$ cat config.mk
export PLATFORM = sky130hd
export DESIGN_NAME = multicycle_control
export DESIGN_NICKNAME = d
export VERILOG_FILES = /design/src/rtl/ctrl_pkg.sv /design/src/rtl/ctrl_output_decode.sv /design/src/rtl/multicycle_control.sv
export SDC_FILE = /design/constraint.sdc
export NUM_CORES = 1
export LEC_CHECK = 0
export ABC_AREA = 0
export CORE_MARGIN = 2
export CORE_UTILIZATION = 60
export CTS_BUF_LIST = sky130_fd_sc_hd__clkbuf_4 sky130_fd_sc_hd__clkbuf_8
export CTS_CLUSTER_DIAMETER = 50
export DETAILED_ROUTE_END_ITERATION = 8
export DONT_BUFFER_PORTS = 1
export HOLD_SLACK_MARGIN = 0.02
export PLACE_DENSITY = 0.76
export SYNTH_ARGS = -nofsm -noshare
export SYNTH_HDL_FRONTEND = slang
export SYNTH_HIERARCHICAL = 1
export SYNTH_SLANG_ARGS = --single-unit
export TNS_END_PERCENT = 5
$ cat constraint.sdc
create_clock -name clock -period 1.8 [get_ports clock]
set_clock_uncertainty 0.15 [all_clocks]
set_input_delay 0.18 -clock clock [delete_from_list [all_inputs] [get_ports clock]]
set_output_delay 0.18 -clock clock [all_outputs]
set_load 0.01 [all_outputs]
$ cat src/rtl/ctrl_pkg.sv
// Shared types and constants for the multicycle control sequencer.
// Optional illegal-opcode trapping is enabled with the ILLEGAL_TRAP_EN macro.
package ctrl_pkg;

  typedef enum logic [3:0] {
    S_FETCH  = 4'd0,
    S_DECODE = 4'd1,
    S_EXEC   = 4'd2,
    S_MEMRD  = 4'd3,
    S_MEMWR  = 4'd4,
    S_WB     = 4'd5,
    S_HALT   = 4'd6,
    S_TRAP   = 4'd7
  } state_t;

  localparam logic [3:0] OP_ALU  = 4'h0;
  localparam logic [3:0] OP_ADDI = 4'h1;
  localparam logic [3:0] OP_LW   = 4'h2;
  localparam logic [3:0] OP_SW   = 4'h3;
  localparam logic [3:0] OP_BEQ  = 4'h4;
  localparam logic [3:0] OP_J    = 4'h5;
  localparam logic [3:0] OP_HALT = 4'hF;

  localparam logic [1:0] ALUOP_ADD   = 2'd0;
  localparam logic [1:0] ALUOP_SUB   = 2'd1;
  localparam logic [1:0] ALUOP_FUNCT = 2'd2;

  localparam logic [1:0] PCSRC_INC = 2'd0;
  localparam logic [1:0] PCSRC_BR  = 2'd1;
  localparam logic [1:0] PCSRC_JMP = 2'd2;

  typedef enum logic [2:0] {
    OPC_ALU, OPC_ADDI, OPC_LW, OPC_SW, OPC_BEQ, OPC_J, OPC_HALT, OPC_ILLEGAL
  } op_class_t;

  typedef struct packed {
    logic       pcWrite;
    logic       irWrite;
    logic       regWrite;
    logic       memRead;
    logic       memWrite;
    logic [1:0] pcSrc;
    logic [1:0] aluOp;
    logic       wbSel;
  } ctrl_out_t;

  function automatic op_class_t classify(input logic [3:0] op);
    case (op)
      OP_ALU:  return OPC_ALU;
      OP_ADDI: return OPC_ADDI;
      OP_LW:   return OPC_LW;
      OP_SW:   return OPC_SW;
      OP_BEQ:  return OPC_BEQ;
      OP_J:    return OPC_J;
      OP_HALT: return OPC_HALT;
      default: return OPC_ILLEGAL;
    endcase
  endfunction

endpackage

$ cat src/rtl/ctrl_output_decode.sv
// Combinational decode of state/opcode/flags into the datapath enables and mux selects.
// Also exports the opcode class so the sequencer and the decoder agree on it.
module ctrl_output_decode
  import ctrl_pkg::*;
#(
  parameter int OPW = 4
) (
  input  state_t          state,
  input  logic [OPW-1:0]  opcode,
  input  logic            zero,
  input  logic            memReady,
  input  logic            wbSelReg,
  output op_class_t       opClass,
  output ctrl_out_t       ctrl
);

  logic [3:0] opLow;
  logic       opHigh;

  // Any set bit above the 4-bit opcode space makes the opcode illegal.
  if (OPW > 4) begin : gWide
    assign opLow  = opcode[3:0];
    assign opHigh = |opcode[OPW-1:4];
  end else begin : gNarrow
    assign opLow  = 4'(opcode);
    assign opHigh = 1'b0;
  end

  assign opClass = opHigh ? OPC_ILLEGAL : classify(opLow);

  always_comb begin
    // NOTE: every output gets a default first so no path leaves it unassigned (no latch).
    ctrl = '0;
    case (state)
      S_FETCH: begin
        ctrl.memRead = 1'b1;
        if (memReady) begin
          ctrl.irWrite = 1'b1;
          ctrl.pcWrite = 1'b1;
          ctrl.pcSrc   = PCSRC_INC;
        end
      end
      S_DECODE: begin
        if (opClass == OPC_J) begin
          ctrl.pcWrite = 1'b1;
          ctrl.pcSrc   = PCSRC_JMP;
        end
      end
      S_EXEC: begin
        case (opClass)
          OPC_ALU:                   ctrl.aluOp = ALUOP_FUNCT;
          OPC_ADDI, OPC_LW, OPC_SW:  ctrl.aluOp = ALUOP_ADD;
          OPC_BEQ: begin
            ctrl.aluOp   = ALUOP_SUB;
            ctrl.pcSrc   = PCSRC_BR;
            ctrl.pcWrite = zero;
          end
          default: ;
        endcase
      end
      S_MEMRD: ctrl.memRead  = 1'b1;
      S_MEMWR: ctrl.memWrite = 1'b1;
      S_WB: begin
        ctrl.regWrite = 1'b1;
        ctrl.wbSel    = wbSelReg;
      end
      default: ;
    endcase
  end

endmodule

$ cat src/rtl/multicycle_control.sv
// Multicycle control sequencer: FETCH/DECODE/EXEC/MEM/WB with memory-ready stalls.
// Define ILLEGAL_TRAP_EN to send illegal opcodes to an absorbing TRAP state.
module multicycle_control
  import ctrl_pkg::*;
#(
  parameter int OPW      = 4,
  parameter int MAX_WAIT = 15
) (
  input  logic           clock,
  input  logic           resetN,
  input  logic [OPW-1:0] opcode,
  input  logic           zero,
  input  logic           memReady,
  output logic           pcWrite,
  output logic           irWrite,
  output logic           regWrite,
  output logic           memRead,
  output logic           memWrite,
  output logic [1:0]     pcSrc,
  output logic [1:0]     aluOp,
  output logic           wbSel,
  output logic           halted,
  output logic           memTimeout,
  output logic [3:0]     stateDbg
);

  localparam int WCW = $clog2(MAX_WAIT + 1);

  state_t          state;
  logic [WCW-1:0]  waitCnt;
  logic            wbSelReg;
  logic            haltedReg;
  logic            memTimeoutReg;
  op_class_t       opClass;
  ctrl_out_t       decOut;
  ctrl_out_t       gatedOut;
  logic            waiting;

  ctrl_output_decode #(.OPW(OPW)) uDecode (
    .state    (state),
    .opcode   (opcode),
    .zero     (zero),
    .memReady (memReady),
    .wbSelReg (wbSelReg),
    .opClass  (opClass),
    .ctrl     (decOut)
  );

  assign waiting = (state == S_FETCH) || (state == S_MEMRD) || (state == S_MEMWR);

  always_ff @(posedge clock or negedge resetN) begin
    if (!resetN) begin
      state         <= S_FETCH;
      waitCnt       <= '0;
      wbSelReg      <= 1'b0;
      haltedReg     <= 1'b0;
      memTimeoutReg <= 1'b0;
    end else begin
      // NOTE: non-blocking assignments so every flop samples pre-edge values.
      wbSelReg <= (state == S_MEMRD) && memReady;

      // Waiting states only leave on memReady, so clearing on memReady also covers state changes.
      if (waiting && !memReady) begin
        if (waitCnt != WCW'(MAX_WAIT)) waitCnt <= waitCnt + WCW'(1);
        else                           memTimeoutReg <= 1'b1;
      end else begin
        waitCnt <= '0;
      end

      case (state)
        S_FETCH: if (memReady) state <= S_DECODE;
        S_DECODE: begin
          case (opClass)
            OPC_ALU, OPC_ADDI, OPC_LW, OPC_SW, OPC_BEQ: state <= S_EXEC;
            OPC_J: state <= S_FETCH;
            OPC_HALT: begin
              state     <= S_HALT;
              haltedReg <= 1'b1;
            end
            default: begin
`ifdef ILLEGAL_TRAP_EN
              state     <= S_TRAP;
              haltedReg <= 1'b1;
`else
              state     <= S_FETCH;
`endif
            end
          endcase
        end
        S_EXEC: begin
          case (opClass)
            OPC_ALU, OPC_ADDI: state <= S_WB;
            OPC_LW:            state <= S_MEMRD;
            OPC_SW:            state <= S_MEMWR;
            default:           state <= S_FETCH;
          endcase
        end
        S_MEMRD: if (memReady) state <= S_WB;
        S_MEMWR: if (memReady) state <= S_FETCH;
        S_WB:    state <= S_FETCH;
        S_HALT:  state <= S_HALT;
`ifdef ILLEGAL_TRAP_EN
        S_TRAP:  state <= S_TRAP;
`endif
        default: state <= S_FETCH;
      endcase
    end
  end

  // Requests and enables drop the moment resetN falls, not at the next edge.
  assign gatedOut = resetN ? decOut : '0;

  assign pcWrite    = gatedOut.pcWrite;
  assign irWrite    = gatedOut.irWrite;
  assign regWrite   = gatedOut.regWrite;
  assign memRead    = gatedOut.memRead;
  assign memWrite   = gatedOut.memWrite;
  assign pcSrc      = gatedOut.pcSrc;
  assign aluOp      = gatedOut.aluOp;
  assign wbSel      = gatedOut.wbSel;
  assign halted     = haltedReg;
  assign memTimeout = memTimeoutReg;
  assign stateDbg   = state;

endmodule

==> metrics.cfg <==
[final_layout]
utilization_pct = 77.3
instances_no_fill = 112
nets = 108
areaGrowthSynthToFinish_pct = 14.4
mostFrequentLayoutCell = and2_1
final_cell_mix = and2_1 (12), nor2_1 (9), dfrtp_1 (8)
drive_gt1_share_pct = 26.5
stdcell_area_sq_um = 893
n_antenna_cell = 0

[floorplanning]
die_w_um = 40.1
core_area_sq_um = 1160
fp-row-count = 12
pin_count = 24
die_area_sq_um = 1610
die_y_um = 40.1
start_util_pct = 67.5

[global_route]
grt_max_degree = 13
grt_pass1_vias = 536
grt_pass1_wl_um = 2300
antenna_found_initial = 0
grt_usage_pct = 22.3
grt_overflow = 0

[worst_setup_path]
rr_worst_depth = 4
critical_path_class = register to output port
r2r_start = stateDbg[1]$_DFFE_PN0P_
critPathRequiredTime_ns = 1.47
start_kind = register
r2r-end = stateDbg[2]$_DFFE_PN0P_
crit_path_end_kind = output port
critical-path-max-stage-delay_ns = 0.45
worstPathCellList = buf_6 -> nor2_1 -> and3_1 -> o21bai_1 -> and2_4
worstPathArrival_ns = 1.39
worstSetupStartpoint = stateDbg[0]$_DFFE_PN0P_
ff2ff_setup_slack_ns = 0.41
slowest_stage = dfrtp_2
worstPathMaxFanout = 8

[min_path]
hold_path_end = wbSelReg$_DFF_PN0_
hold_depth = 2
hp-class = primary input to register
hp-start = memReady

[cts]
clock_latency_ns = 0.26
clk_pin_slew_ns = 0.07
cts_tree = done
cts_made_buffers = 3
h-tree-depth = 1
cts_root_buffer = clkbuf_4
cts_sinks = 10
clock_path_buffers = 2

[detailed_routing]
wl_per_cell_um = 13.4
firstDrtPassIters = 2
postRouteAntennaNets = 0
drtIter0Drc = 5
via_count = 626
via_per_inst = 5.59
wirelength_um = 1500
post-route-drc-count = 0

[yosys]
synth.largest_area_cell = dfrtp_1
synth_top_area_share_pct = 32.1
synth_edf_count = 0
synthesis.instances = 87
synthFlopType = dfrtp_1
avgSynthCellArea_sq_um = 8.97
ys_ff_latch = 10
seq_area_frac_synth_pct = 32.1
syn_area_sq_um = 781
synthTopCellsByArea = dfrtp_1 (32%), and2_1 (10%), nor2_1 (4.3%), nor3_2 (3.8%), o21bai_1 (2.9%)
synth_cell_type_count = 38
yosysWarnings = 6
synthArstFlopShare_pct = 100

[pwr]
powerDensity_nw_per_um2 = 1190
p_leak_uw = 0.000396
peakVddDrop_v = 0.000808

[sta]
final-hold-violation-count = 0
hold-worst-slack_ns = 0.0447
rsz0062_at_grt = true
fmax_mhz = 583
fin_crit_ns = 1.72
setup_viol = 0
fin_crit_sh_pct = 95.3
finalMaxSlewViolations = 0
setup_tns_ns = 0

[placed_design]
dp_hpwl_um = 1140
finalWeightedCongestion = 0.686
dp_cells = 105
placed_cell_area_sq_um = 813
numPortBuffers = 0

[status]
outcome = finished clean

[flow_run]
maxCapViolations = 0

sequential cells by signal, summed over array words and instances, names as in the netlist:
register and flops:
waitCnt 4, halted 1, stateDbg 3, memTimeout 1, wbSelReg 1
routing by layer:
layer,vias up,part of all wire [%],global-route usage [%]
li1,324,-,-
met4,0,0,5.17
met1,282,44,26.6
met3,0,7.1,8.33
met2,20,48,37.5
met5,-,0,0
cell type report:
| type | count | area (sq um) |
|---|---|---|
| clock buffer | 4 | 36.3 |
| fill | 90 | 263 |
| inverter | 2 | 7.51 |
| multi-input combinational | 76 | 526 |
| sequential | 10 | 253 |
| tap | 14 | 17.5 |
| timing repair buffer | 6 | 53.8 |
worst max-delay path by stage:
stage	end	slack, ns	cells after the start
6_report	pcWrite	0.08	5
4_1_cts	pcWrite	0.01	5
3_5_place_dp	pcWrite	0.30	4
3_3_place_gp	pcWrite	0.31	4
5_1_grt	pcWrite	-0.005	4
2_1_floorplan	aluOp[0]	0.29	3
cells by family (layout without fill, tap and decap cells):
| logic type | count (synthesis) | count (layout) | synth area share (%) |
|---|---|---|---|
| AOI/OAI and AO/OA | 15 | 15 | 15.2 |
| adders and majority gates | 1 | 1 | 1.60 |
| other | 1 | 4 | 0.480 |
| buffers and inverters | 4 | 12 | 3.37 |
| and+or+nand+nor | 54 | 54 | 44.9 |
| xor gates and xnor gates | 1 | 1 | 1.12 |
| DFF | 10 | 10 | 32.1 |
| muxes | 1 | 1 | 1.28 |
stage by stage:
| stage | power (uW) | setup slack (ns) |
|---|---|---|
| global placement | 810 | 0.314 |
| floorplan | 728 | 0.288 |
| finish | 1060 | 0.0841 |
| global route | 1140 | -0.00529 |
| detailed placement | 823 | 0.304 |
| CTS | 1030 | 0.0105 |
power by group:
part	internal, uW	total (uW)	leakage, uW	switching (uW)
clock network	123	197	0.0000210	74.3
registers	291	377	0.000127	85.8
logic	237	488	0.000248	252
synthesized netlist by cell type, types with 2 or more instances:
cell type,n
a21oi_1,2
a32oi_1,2
and2_1,13
and3_1,2
and3_2,2
dfrtp_1,10
inv_1,2
nand2_1,5
nand3_1,3
nor2_1,9
nor2b_1,2
nor3_2,3
nor3b_1,2
o21ai_0,3
o21bai_1,3
or2_2,2
timing repair:
item                                    in CTS  in global routing
pin swaps                                    0                  3
hold buffers                                 2                  0
gates resized for setup                      1                  5
endpoints found under the hold margin       11                  0
setup buffers                                0                  1
endpoints found under the setup margin       1                  4
critical path: cells and delay by family (launching register included):
family          cells  cell delay, ns
simple gates        3            0.43
compound gates      1            0.10
flops               1            0.45
buf+inv             1            0.15
(Power assumes the default switching activity.)
